`config.mk`:
```
export PLATFORM = sky130hd
export DESIGN_NAME = serial_word_deframer
export DESIGN_NICKNAME = d
export VERILOG_FILES = /design/src/rtl/dnnbp_pkg.sv /design/src/rtl/deframe_shift_reg.sv /design/src/rtl/serial_word_deframer.sv
export SDC_FILE = /design/constraint.sdc
export NUM_CORES = 1
export LEC_CHECK = 0
export BUFFER_PORTS_ARGS = -buffer_cell sky130_fd_sc_hd__buf_2
export CAP_MARGIN = 20
export CORE_MARGIN = 4
export CORE_UTILIZATION = 57
export DETAILED_ROUTE_END_ITERATION = 6
export HOLD_SLACK_MARGIN = 0.02
export MAX_ROUTING_LAYER = met4
export PLACE_DENSITY = 0.81
export SLEW_MARGIN = 40
export SYNTH_ARGS = -nofsm -noshare
export SYNTH_HDL_FRONTEND = slang
export SYNTH_SLANG_ARGS = --single-unit
```
`constraint.sdc`:
```
create_clock -name clk -period 4.9 [get_ports clk]
set_input_delay 0.49 -clock clk [delete_from_list [all_inputs] [get_ports clk]]
set_output_delay 0.49 -clock clk [all_outputs]
set_load 0.005 [all_outputs]
```
`src/rtl/dnnbp_pkg.sv`:
```
// Shared definitions for the serial deframing stages: FSM state encoding and
// the width helper for bit counters.
package dnnbp_pkg;

  // Deframer control states: waiting for a start-of-frame, or acquiring bits.
  typedef enum logic [0:0] {
    ST_IDLE = 1'b0,
    ST_ACQ  = 1'b1
  } dfr_state_e;

  // Width of a counter that must hold every value 0..n inclusive.
  function automatic int cnt_width(input int n);
    return $clog2(n + 1);
  endfunction

endpackage

```
`src/rtl/deframe_shift_reg.sv`:
```
// N-bit right-shifting register: each enabled bit enters at the MSB, so after
// N shifts the first bit received sits in bit 0.
module deframe_shift_reg #(
  parameter int N = 8
) (
  input  logic         clk,
  input  logic         rst_n,
  input  logic         en_i,
  input  logic         bit_i,
  output logic [N-1:0] q_o
);

  logic [N-1:0] shift_q;

  // Shift right by one place on every enabled edge; cleared by the async reset.
  always_ff @(posedge clk or negedge rst_n) begin
    if (!rst_n) begin
      shift_q <= '0;
    end else if (en_i) begin
      shift_q <= {bit_i, shift_q[N-1:1]};
    end
  end

  assign q_o = shift_q;

endmodule

```
`src/rtl/serial_word_deframer.sv`:
```
// Serial-to-parallel deframer: collects N LSB-first bits after a start-of-frame
// marker, presents the word on a valid/ready output slot, and reports dropped
// words (overrun) and premature start-of-frame markers (frame_err).
module serial_word_deframer
  import dnnbp_pkg::*;
#(
  parameter int N = 8
) (
  input  logic         clk,
  input  logic         reset,
  input  logic         s_in,
  input  logic         s_valid,
  input  logic         s_sof,
  output logic [N-1:0] m_data,
  output logic         m_valid,
  input  logic         m_ready,
  output logic         overrun,
  output logic         frame_err,
  input  logic         clr_err
);

  localparam int             CW       = cnt_width(N);
  localparam logic [CW-1:0]  CNT_ONE  = CW'(1);
  localparam logic [CW-1:0]  CNT_FULL = CW'(N);

  dfr_state_e    state_q, state_d;
  logic [CW-1:0] count_q, count_d;

  logic [N-1:0]  shift_word;
  logic [N-1:0]  m_data_q;
  logic          m_valid_q;
  logic          overrun_q;
  logic          frame_err_q;

  logic          word_done;
  logic          shift_en;
  logic          slot_free;
  logic          load_word;
  logic          overrun_set;
  logic          frame_err_set;

  // A word is complete on the edge after its Nth bit was sampled.
  assign word_done = (state_q == ST_ACQ) && (count_q == CNT_FULL);

  deframe_shift_reg #(.N(N)) u_shift (
    .clk   (clk),
    .rst_n (reset),
    .en_i  (shift_en),
    .bit_i (s_in),
    .q_o   (shift_word)
  );

  // State and bit-count registers.
  always_ff @(posedge clk or negedge reset) begin
    if (!reset) begin
      state_q <= ST_IDLE;
      count_q <= '0;
    end else begin
      state_q <= state_d;
      count_q <= count_d;
    end
  end

  // Next-state logic. On the completion edge the input is treated exactly as in
  // IDLE, so a start-of-frame arriving right behind a finished word is kept.
  always_comb begin
    state_d = state_q;
    count_d = count_q;
    unique case (state_q)
      ST_IDLE: begin
        if (s_valid && s_sof) begin
          state_d = ST_ACQ;
          count_d = CNT_ONE;
        end
      end
      ST_ACQ: begin
        if (word_done) begin
          if (s_valid && s_sof) begin
            state_d = ST_ACQ;
            count_d = CNT_ONE;
          end else begin
            state_d = ST_IDLE;
            count_d = '0;
          end
        end else if (s_valid) begin
          if (s_sof) begin
            count_d = CNT_ONE;
          end else begin
            count_d = count_q + CNT_ONE;
          end
        end
      end
      default: begin
        state_d = ST_IDLE;
        count_d = '0;
      end
    endcase
  end

  // Per-edge control decodes: shift enable, word load/drop and flag set events.
  always_comb begin
    shift_en      = 1'b0;
    frame_err_set = 1'b0;
    unique case (state_q)
      ST_IDLE: shift_en = s_valid && s_sof;
      ST_ACQ: begin
        shift_en      = s_valid && (!word_done || s_sof);
        frame_err_set = s_valid && s_sof && !word_done;
      end
      default: shift_en = 1'b0;
    endcase
    slot_free   = !m_valid_q || m_ready;
    load_word   = word_done && slot_free;
    overrun_set = word_done && !slot_free;
  end

  // Output slot: load a completed word when free, otherwise drain on handshake.
  always_ff @(posedge clk or negedge reset) begin
    if (!reset) begin
      m_data_q  <= '0;
      m_valid_q <= 1'b0;
    end else if (load_word) begin
      m_data_q  <= shift_word;
      m_valid_q <= 1'b1;
    end else if (m_valid_q && m_ready) begin
      m_valid_q <= 1'b0;
    end
  end

  // Sticky error flags; a set event on the same edge beats clr_err.
  always_ff @(posedge clk or negedge reset) begin
    if (!reset) begin
      overrun_q   <= 1'b0;
      frame_err_q <= 1'b0;
    end else begin
      if (overrun_set) begin
        overrun_q <= 1'b1;
      end else if (clr_err) begin
        overrun_q <= 1'b0;
      end
      if (frame_err_set) begin
        frame_err_q <= 1'b1;
      end else if (clr_err) begin
        frame_err_q <= 1'b0;
      end
    end
  end

  assign m_data    = m_data_q;
  assign m_valid   = m_valid_q;
  assign overrun   = overrun_q;
  assign frame_err = frame_err_q;

endmodule

```
# Word-level counts from Yosys, hierarchy flattened
# Cells that the tools add are included.
# totals
regBits	24
inputBits	7
word_cells	44
# classes
n_addsub	1
n_eq_ne	3
muxes	16
n_bitwise	1
n_reduce_logical	16
# ops
op	count
4-bit two-way mux	4
1-bit two-way mux	9
4-bit case mux with 2 select lines	1
1-bit logical AND	7
2-bit nonzero test	3
4-bit by 1-bit adder with 4-bit output (second input constant)	1
4-bit == test (second input constant)	1
1-bit case mux with 2 select lines	2
1-bit zero test	3
3-bit by 2-bit inequality test with 1-bit output (second input constant)	1
1-bit logical OR	2
2-bit inequality test (second input constant)	1
2-bit AND reduction	1
1-bit inverter	1

# Depth between registers and ports, before layout
# Gate-level depths: netlist of run 1.
# depth
word_depth	6
depth_mapped	6
ltp_nobuf	5

# Modules after synthesis
# From an unflattened synthesis of run 1, not the netlist that was laid out.
# hier_totals
hier_cells	78
area_unflattened_um2	1106.1
# modules_own_cells
module	n_inst	cells_each	area_each_um2	seq_area_each_um2
serial_word_deframer	1	61	774.5	400.4
deframe_shift_reg	1	17	331.6	200.2

# Worst setup path after synthesis of run 1
# OpenSTA, ideal clock, no wires.
# synth_timing
kind	register to register
startpoint	register count_q[0]
endpoint	register u_shift.shift_q[7] (netlist: u_shift.q_o[7])
setup_ps	125
t_arrival_ps	1527
path_slack_ps	3248
path_stages_with_launch	7
synth_period_minus_slack_ps	1652
path_cell_list	dfrtp_1 inv_1 ha_1 and3b_1 buf_2 o21ai_4 mux2_2
# synth_between
elab_chain_cells	6
# synth_rtl
item	line_no	source
start: declaration	serial_word_deframer.sv:27	logic [CW-1:0] count_q, count_d;
start signal: assignment	serial_word_deframer.sv:60	count_q <= count_d;
4-bit == test	serial_word_deframer.sv:43	assign word_done = (state_q == ST_ACQ) && (count_q == CNT_FULL);
1-bit logical AND	serial_word_deframer.sv:43	
1-bit zero test	serial_word_deframer.sv:107	shift_en = s_valid && (!word_done || s_sof);
1-bit logical OR	serial_word_deframer.sv:107	
1-bit logical AND	serial_word_deframer.sv:107	
1-bit case mux with 2 select lines	serial_word_deframer.sv:104	unique case (state_q)
end signal: assignment	deframe_shift_reg.sv:20	shift_q <= {bit_i, shift_q[N-1:1]};
end: declaration	deframe_shift_reg.sv:13	logic [N-1:0] shift_q;
# No other way between the ends.
# A chain may end at the register's enable or synchronous reset.

# Worst setup path in the final report of run 1
# layout_timing
startpoint	register count_q[0]
endpoint	register u_shift.shift_q[6] (netlist: u_shift.q_o[6])
# Same word-level chain as after synthesis.

==> results.py, run 1 <==
metrics = {
    "flow_run": {
        "drv_cap": 0,
    },
    "power": {
        "internal_power_mw": 0.357,
        "p_sw_mw": 0.131,
        "seqPwrFrac_pct": 57.8,
        "ir_drop_uv": 224,
        "power.share.switching_pct": 26.8,
        "pwr-share-clk_pct": 20.3,
        "leakage_nw": 0.587,
        "finalPower_mw": 0.488,
        "p_per_area_mw_per_mm2": 417,
        "combPwrFrac_pct": 21.9,
    },
    "setup_path": {
        "crit_path_end_kind": "flop",
        "cp_top_family": "flip-flops",
        "path_class": "flop to flop",
        "path_buf_inv": 1,
        "cp-start-kind": "flop",
        "crit_chain": "inv_1, ha_1, and3b_1, o21ai_4, mux2_2",
        "cpPeakStageDelay_ns": 0.41,
        "crit_arrival_ns": 1.95,
        "worstPathMaxFanout": 8,
        "worstPathRequired_ns": 5.10,
        "cp_slowest_cell": "dfrtp_1",
    },
    "grt": {
        "grt_use_met2_pct": 26.7,
        "antenna_found_initial": 0,
        "grtUsageMet3_pct": 3.86,
        "grt_pass1_wl_mm": 3.08,
        "grt-ovfl-total": 0,
        "grt_max_degree": 25,
        "use_met1_pct": 20.1,
        "grt.busiest_layer": "met2",
        "track_usage_pct": 16.4,
        "grt_pass1_vias": 708,
    },
    "route": {
        "routed_wl_mm": 1.67,
        "drt-vias-per-instance": 5.55,
        "drc": 0,
        "wl_per_cell_microns": 13.8,
        "postRouteAntennaNets": 0,
        "dr.pass1.iters": 4,
        "first_iter_violations": 5,
        "vias": 672,
    },
    "clock_tree": {
        "cts_root_buf": "clkbuf_4",
        "cts_tree": "built",
        "postCtsSetupBuffers": 0,
        "cts_resized": 0,
        "clock_path_buffers": 2,
        "clk_pin_slew_ns": 0.12,
        "ctsHoldBuffers": 0,
        "clk_latency_ns": 0.30,
        "cts.sinks": 24,
        "cts_buffers": 3,
        "htreeDepth": 1,
    },
    "run_status": {
        "run_status": "finished clean",
    },
    "sta": {
        "tns_ns": 0,
        "setup_viol": 0,
        "worstMarginPinSlew_ns": 0.509,
        "layout_setup_ws_ns": 3.15,
        "fmax_ghz": 0.571,
        "rsz0062_at_grt": "false",
        "finalMaxSlewViolations": 0,
        "skew_ns": 0.00309,
        "relSlewSlack_pct": 66.0,
        "fin_crit_sh_pct": 35.7,
        "finalCriticalPeriod_ns": 1.75,
        "finalHoldViolCount": 0,
    },
    "place": {
        "buffer_ports.inserted": 17,
        "placed_cell_area_sq_mm": 0.00113,
        "hpwl_mm": 1.28,
        "place_congestion": 0.887,
        "dpl.cell_count": 117,
        "place_ws_ns": 3.19,
    },
    "logic_synthesis": {
        "syn_inst": 77,
        "synth-seq-cells": 24,
        "synth_top_area_cell": "dfrtp_1",
        "ys_types": 23,
        "synthArstFlopShare_pct": 100,
        "synth-edff-count": 0,
        "synthesis.nets": 86,
        "ys_warn_count": 0,
        "ys_seq_area_share_pct": 58.5,
        "syn_area_per_cell_sq_um": 13.3,
        "synth.top_cell.area_share_pct": 58.5,
        "syn_area_sq_mm": 0.00103,
        "synth_ff_type": "dfrtp_1",
        "synth_area_leaders": "dfrtp_1, mux2_2, nand2_1, ha_1, inv_1",
    },
    "min_path": {
        "hold_class": "input pin to asynchronous set/reset pin",
    },
    "die": {
        "num_rows": 15,
        "die-width_microns": 50.5,
        "die_h_microns": 50.5,
        "dieArea_sq_mm": 0.00255,
        "ioPinCount": 18,
        "core_sq_mm": 0.00171,
        "start_util_pct": 60.1,
    },
    "cells_and_area": {
        "syn2layout_area_growth_pct": 13.9,
        "fillCellCount": 128,
        "drive_gt1_share_pct": 42.7,
        "design_area_sq_mm": 0.00117,
        "diodes": 0,
        "instances_no_fill": 121,
        "multiInputGateArea_sq_um": 394,
        "register_area_sq_um": 601,
        "fin_nets": 106,
    },
}
-- cells in the mapped netlist (2+ instances only) --
master / instances
nand2_1: 7
buf_2: 2
dfrtp_1: 24
o22ai_1: 2
o2bb2ai_1: 2
mux2_2: 16
inv_1: 6
ha_1: 2
o21ai_0: 2
-- worst register-to-register path, cell delays in order, from the launching register on --
cell,delay (ns)
dfrtp_1,0.41
inv_1,0.08
ha_1,0.23
and3b_1,0.26
o21ai_4,0.30
mux2_2,0.37
-- metal layers --
layer,up-vias,wire length (microns)
met5,-,0
met2,16,834
met4,0,34
li1,316,-
met1,334,729
met3,6,67
-- path summary, 6_finish.rpt --
path | slack [ns] | end | cells past startpoint | start
setup / recovery | 3.15 | u_shift.q_o[6] | 5 | count_q[0]
hold / removal | 0.14 | m_data[3] | 1 | reset
setup reg to reg | 3.15 | u_shift.q_o[6] | 5 | count_q[0]
hold reg to reg | 0.51 | m_data[0] | 1 | m_data[0]
max in group asynchronous | 4.42 | count_q[0] | 1 | reset
min in group clk | 0.37 | overrun | 2 | clr_err
-- area by class of cell --
type	instances	area share [%]
flip-flops and latches	24	51.3
multi-input cells	45	33.7
repair buffers	17	7.27
clock buffers	4	3.10
well taps	25	2.67
inverters	6	1.93
-- kinds of logic after synthesis --
logic type	after synthesis	share of synthesized area, %
buffers and inverters	8	3.17
muxes	16	17.5
AOI/OAI and AO/OA	12	9.62
DFF	24	58.5
adders and majority gates	2	2.44
and+or+nand+nor	15	8.77
-- state kept, by name (all words and copies together), names as in the netlist --
register     count
count_q          4
overrun          1
u_shift.q_o      8
state_q          1
m_valid          1
m_data           8
frame_err        1
-- power by group through the flow --
stage                     Combinational (mW)  Sequential (mW)  Clock (mW)
final                                  0.107            0.282      0.0988
after global routing                   0.120            0.290       0.111
after CTS                              0.108            0.283       0.102
after detailed placement               0.108            0.287           0
after global placement                 0.105            0.283           0
after floorplan                       0.0741            0.278           0
-- through the flow --
stage                     hold WS (ns)  util, %
after floorplan                  0.194        -
after global placement           0.483     66.4
after detailed placement         0.490     66.4
after CTS                        0.150     68.5
after global routing             0.156     68.5
final                            0.138     68.5
-- cells in the final DEF, fill, tap and decap left out, types with 2 or more instances in the layout --
master     Yosys  final
mux2_2        16     16
buf_2          2     17
clkbuf_4       0      3
ha_1           2      2
nand2_1        7      7
o21ai_0        2      2
dfrtp_1       24     24
o2bb2ai_1      2      2
o22ai_1        2      2
inv_1          6      6
Power figures use the tool's default switching activity.
==> run 2: changes to the inputs <==
--- a/config.mk
+++ b/config.mk
@@ -5,14 +5,15 @@
 export SDC_FILE = /design/constraint.sdc
 export NUM_CORES = 1
 export LEC_CHECK = 0
+export ABC_AREA = 1
 export BUFFER_PORTS_ARGS = -buffer_cell sky130_fd_sc_hd__buf_2
 export CAP_MARGIN = 20
 export CORE_MARGIN = 4
-export CORE_UTILIZATION = 57
+export CORE_UTILIZATION = 48
 export DETAILED_ROUTE_END_ITERATION = 6
 export HOLD_SLACK_MARGIN = 0.02
 export MAX_ROUTING_LAYER = met4
-export PLACE_DENSITY = 0.81
+export PLACE_DENSITY = 0.72
 export SLEW_MARGIN = 40
 export SYNTH_ARGS = -nofsm -noshare
 export SYNTH_HDL_FRONTEND = slang
==> constraint.sdc (replaced) <==
create_clock -name clk -period 1.5 [get_ports clk]
set_input_delay 0.15 -clock clk [delete_from_list [all_inputs] [get_ports clk]]
set_output_delay 0.15 -clock clk [all_outputs]
set_load 0.005 [all_outputs]
==> results.py, run 2 <==
metrics = {
    "run_status": {
        "run_status": "finished clean",
    },
    "route": {
        "dr.pass1.iters": 4,
        "routed_wl_mm": 1.92,
        "wl_per_cell_microns": 12.2,
        "vias": 788,
        "drt-vias-per-instance": 5.02,
        "first_iter_violations": 25,
        "drc": 0,
        "postRouteAntennaNets": 0,
    },
    "clock_tree": {
        "clk_pin_slew_ns": 0.13,
        "cts_buffers": 3,
        "cts.sinks": 24,
        "htreeDepth": 1,
        "clock_path_buffers": 2,
        "cts_tree": "built",
        "postCtsSetupBuffers": 0,
        "cts_root_buf": "clkbuf_4",
        "clk_latency_ns": 0.31,
    },
    "sta": {
        "finalMaxSlewViolations": 0,
        "relSlewSlack_pct": 65.4,
        "rsz0062_at_grt": "false",
        "hold_ws_ns": 0.0325,
        "skew_ns": 0.00236,
        "finalHoldViolCount": 0,
        "worstMarginPinSlew_ns": 0.518,
        "fmax_ghz": 0.712,
        "finalCriticalPeriod_ns": 1.40,
        "tns_ns": 0,
        "fin_crit_sh_pct": 93.6,
        "setup_viol": 0,
    },
    "logic_synthesis": {
        "synth-edff-count": 0,
        "syn_area_per_cell_sq_um": 9.91,
        "synthTopCellsByCount": "nand2_1, dfrtp_1, inv_1, o21ai_2, nand3_1",
        "synth-seq-cells": 24,
        "synthesis.nets": 119,
        "synth_top_area_cell": "dfrtp_1",
        "synth.top_cell.area_share_pct": 55.1,
        "ys_types": 20,
        "synth_ff_type": "dfrtp_1",
        "synth_area_leaders": "dfrtp_1, o21ai_2, nand2_1, inv_1, ha_1",
        "syn_inst": 110,
        "ys_warn_count": 0,
        "synthArstFlopShare_pct": 100,
        "ys_seq_area_share_pct": 55.1,
        "syn_area_sq_mm": 0.00109,
        "yosysMostFrequentCell": "nand2_1",
    },
    "cells_and_area": {
        "fillCellCount": 184,
        "diodes": 0,
        "instances_no_fill": 157,
        "fin_nets": 140,
        "syn2layout_area_growth_pct": 15.0,
        "layout_commonest_cell": "nand2_1",
        "fin_util_pct": 60.8,
        "layout_common_cells": "nand2_1, dfrtp_1, buf_2",
        "design_area_sq_mm": 0.00125,
        "drive_gt1_share_pct": 33.8,
    },
    "setup_path": {
        "crit_arrival_ns": 1.62,
        "path_class": "flop to flop",
        "r2r_start": "count_q[0]",
        "crit_path_end_kind": "flop",
        "cpPeakStageDelay_ns": 0.41,
        "r2r_end": "m_data[1]",
        "cp_slowest_cell": "dfrtp_1",
        "worstPathRequired_ns": 1.71,
        "ff2ff_setup_slack_ns": 0.1,
        "crit_chain": "inv_1, ha_2, nand4_4, inv_4, nand2_8, nand2_1, o21ai_2",
        "cp-start-kind": "flop",
        "worstPathMaxFanout": 16,
        "reg2regPathDepth": 7,
    },
    "power": {
        "seqPwrFrac_pct": 52.6,
        "leakage_nw": 0.649,
        "combPwrFrac_pct": 27.0,
        "p_sw_mw": 0.531,
        "internal_power_mw": 1.13,
        "power.share.switching_pct": 32.1,
        "p_per_area_mw_per_mm2": 1320,
        "pwr-share-clk_pct": 20.4,
        "ir_drop_uv": 814,
    },
    "die": {
        "dieArea_sq_mm": 0.00310,
        "num_rows": 16,
        "die_h_microns": 55.7,
        "ioPinCount": 18,
        "start_util_pct": 52.9,
        "die-width_microns": 55.7,
        "core_sq_mm": 0.00206,
    },
    "min_path": {
        "hold_depth": 2,
        "whs_endpoint": "overrun",
        "hold_path_startpoint": "clr_err",
        "hold_class": "input pin to flop",
    },
    "grt": {
        "grt_max_degree": 25,
        "track_usage_pct": 14.0,
        "grt-ovfl-total": 0,
        "antenna_found_initial": 0,
        "grt_pass1_vias": 756,
        "grt_pass1_wl_mm": 3.36,
    },
    "flow_run": {
        "drv_cap": 0,
    },
    "place": {
        "placed_cell_area_sq_mm": 0.00119,
        "dpl.cell_count": 152,
        "hpwl_mm": 1.40,
        "buffer_ports.inserted": 17,
        "place_congestion": 0.902,
    },
}
==> run 2: changes by cell type after synthesis, moves of 3 or more <==
cell / previous run / this run
inv_1: 6 / 15
mux2_2: 16 / 0
nor2_1: 0 / 3
nand2_1: 7 / 29
o21ai_2: 0 / 15
nand3_1: 1 / 4
==> run 2: layout make-up <==
type | count | area [sq um] | share of cell area, %
clock buffer | 4 | 36.3 | 2.89
multi-input combinational | 67 | 422 | 33.6
timing repair buffer | 18 | 95.1 | 7.58
tap | 27 | 33.8 | 2.69
sequential | 24 | 601 | 47.9
inverter | 17 | 66.3 | 5.29
==> run 2: stage by stage <==
stage | power (mW) | setup slack (ns)
after CTS | 1.67 | 0.0451
after global routing | 1.77 | 0.00271
final | 1.66 | 0.0962
after global placement | 1.30 | 0.0934
after detailed placement | 1.33 | 0.0331
after floorplan | 1.18 | 0.170
==> run 2: critical path, delay by kind of cell, from the launching register on <==
family,cells,cell delay (ns)
adder cells (fa/ha/maj),1,0.22
AO/OA/AOI/OAI,1,0.06
AND/OR/NAND/NOR,3,0.38
flip-flops,1,0.41
buffers and inverters,2,0.23
==> run 2: logic make-up (layout without fill, tap and decap cells) <==
logic type / after synthesis / after routing / synth area share, %
DFF: 24 / 24 / 55.1
and+or+nand+nor: 42 / 42 / 18.4
AOI/OAI and AO/OA: 22 / 22 / 15.5
adders and majority gates: 2 / 2 / 2.30
xor gates and xnor gates: 1 / 1 / 0.804
buffers and inverters: 19 / 39 / 7.92
==> run 2: worst max path at each step <==
stage | from | endpoint | slack, ns | cells after the start
global placement | count_q[0] | u_shift.q_o[6] | 0.09 | 7
floorplan | count_q[0] | m_data[3] | 0.17 | 8
global route | count_q[0] | u_shift.q_o[4] | 0.003 | 7
finish | count_q[0] | m_data[1] | 0.1 | 7
CTS | count_q[0] | m_data[1] | 0.05 | 7
detailed placement | count_q[0] | u_shift.q_o[5] | 0.03 | 7
==> run 2: timing repair <==
item	CTS	global route
hold buffers	1	0
gates cloned	0	0
endpoints found under the hold margin	24	0
gates resized for setup	1	4
endpoints found under the setup margin	8	17
==> run 2: power groups by stage <==
stage	Clock, mW	Sequential (mW)	Combinational (mW)
floorplan	0	0.883	0.294
global placement	0	0.877	0.423
detailed placement	0	0.885	0.445
CTS	0.343	0.872	0.454
global route	0.368	0.889	0.517
finish	0.337	0.871	0.448
==> run 2: layer usage <==
| layer | GRT usage [%] | routed length, microns |
|---|---|---|
| met5 | - | 0 |
| met4 | 5.21 | 25 |
| met3 | 2.78 | 91 |
| met2 | 23.1 | 963 |
| met1 | 16.8 | 839 |
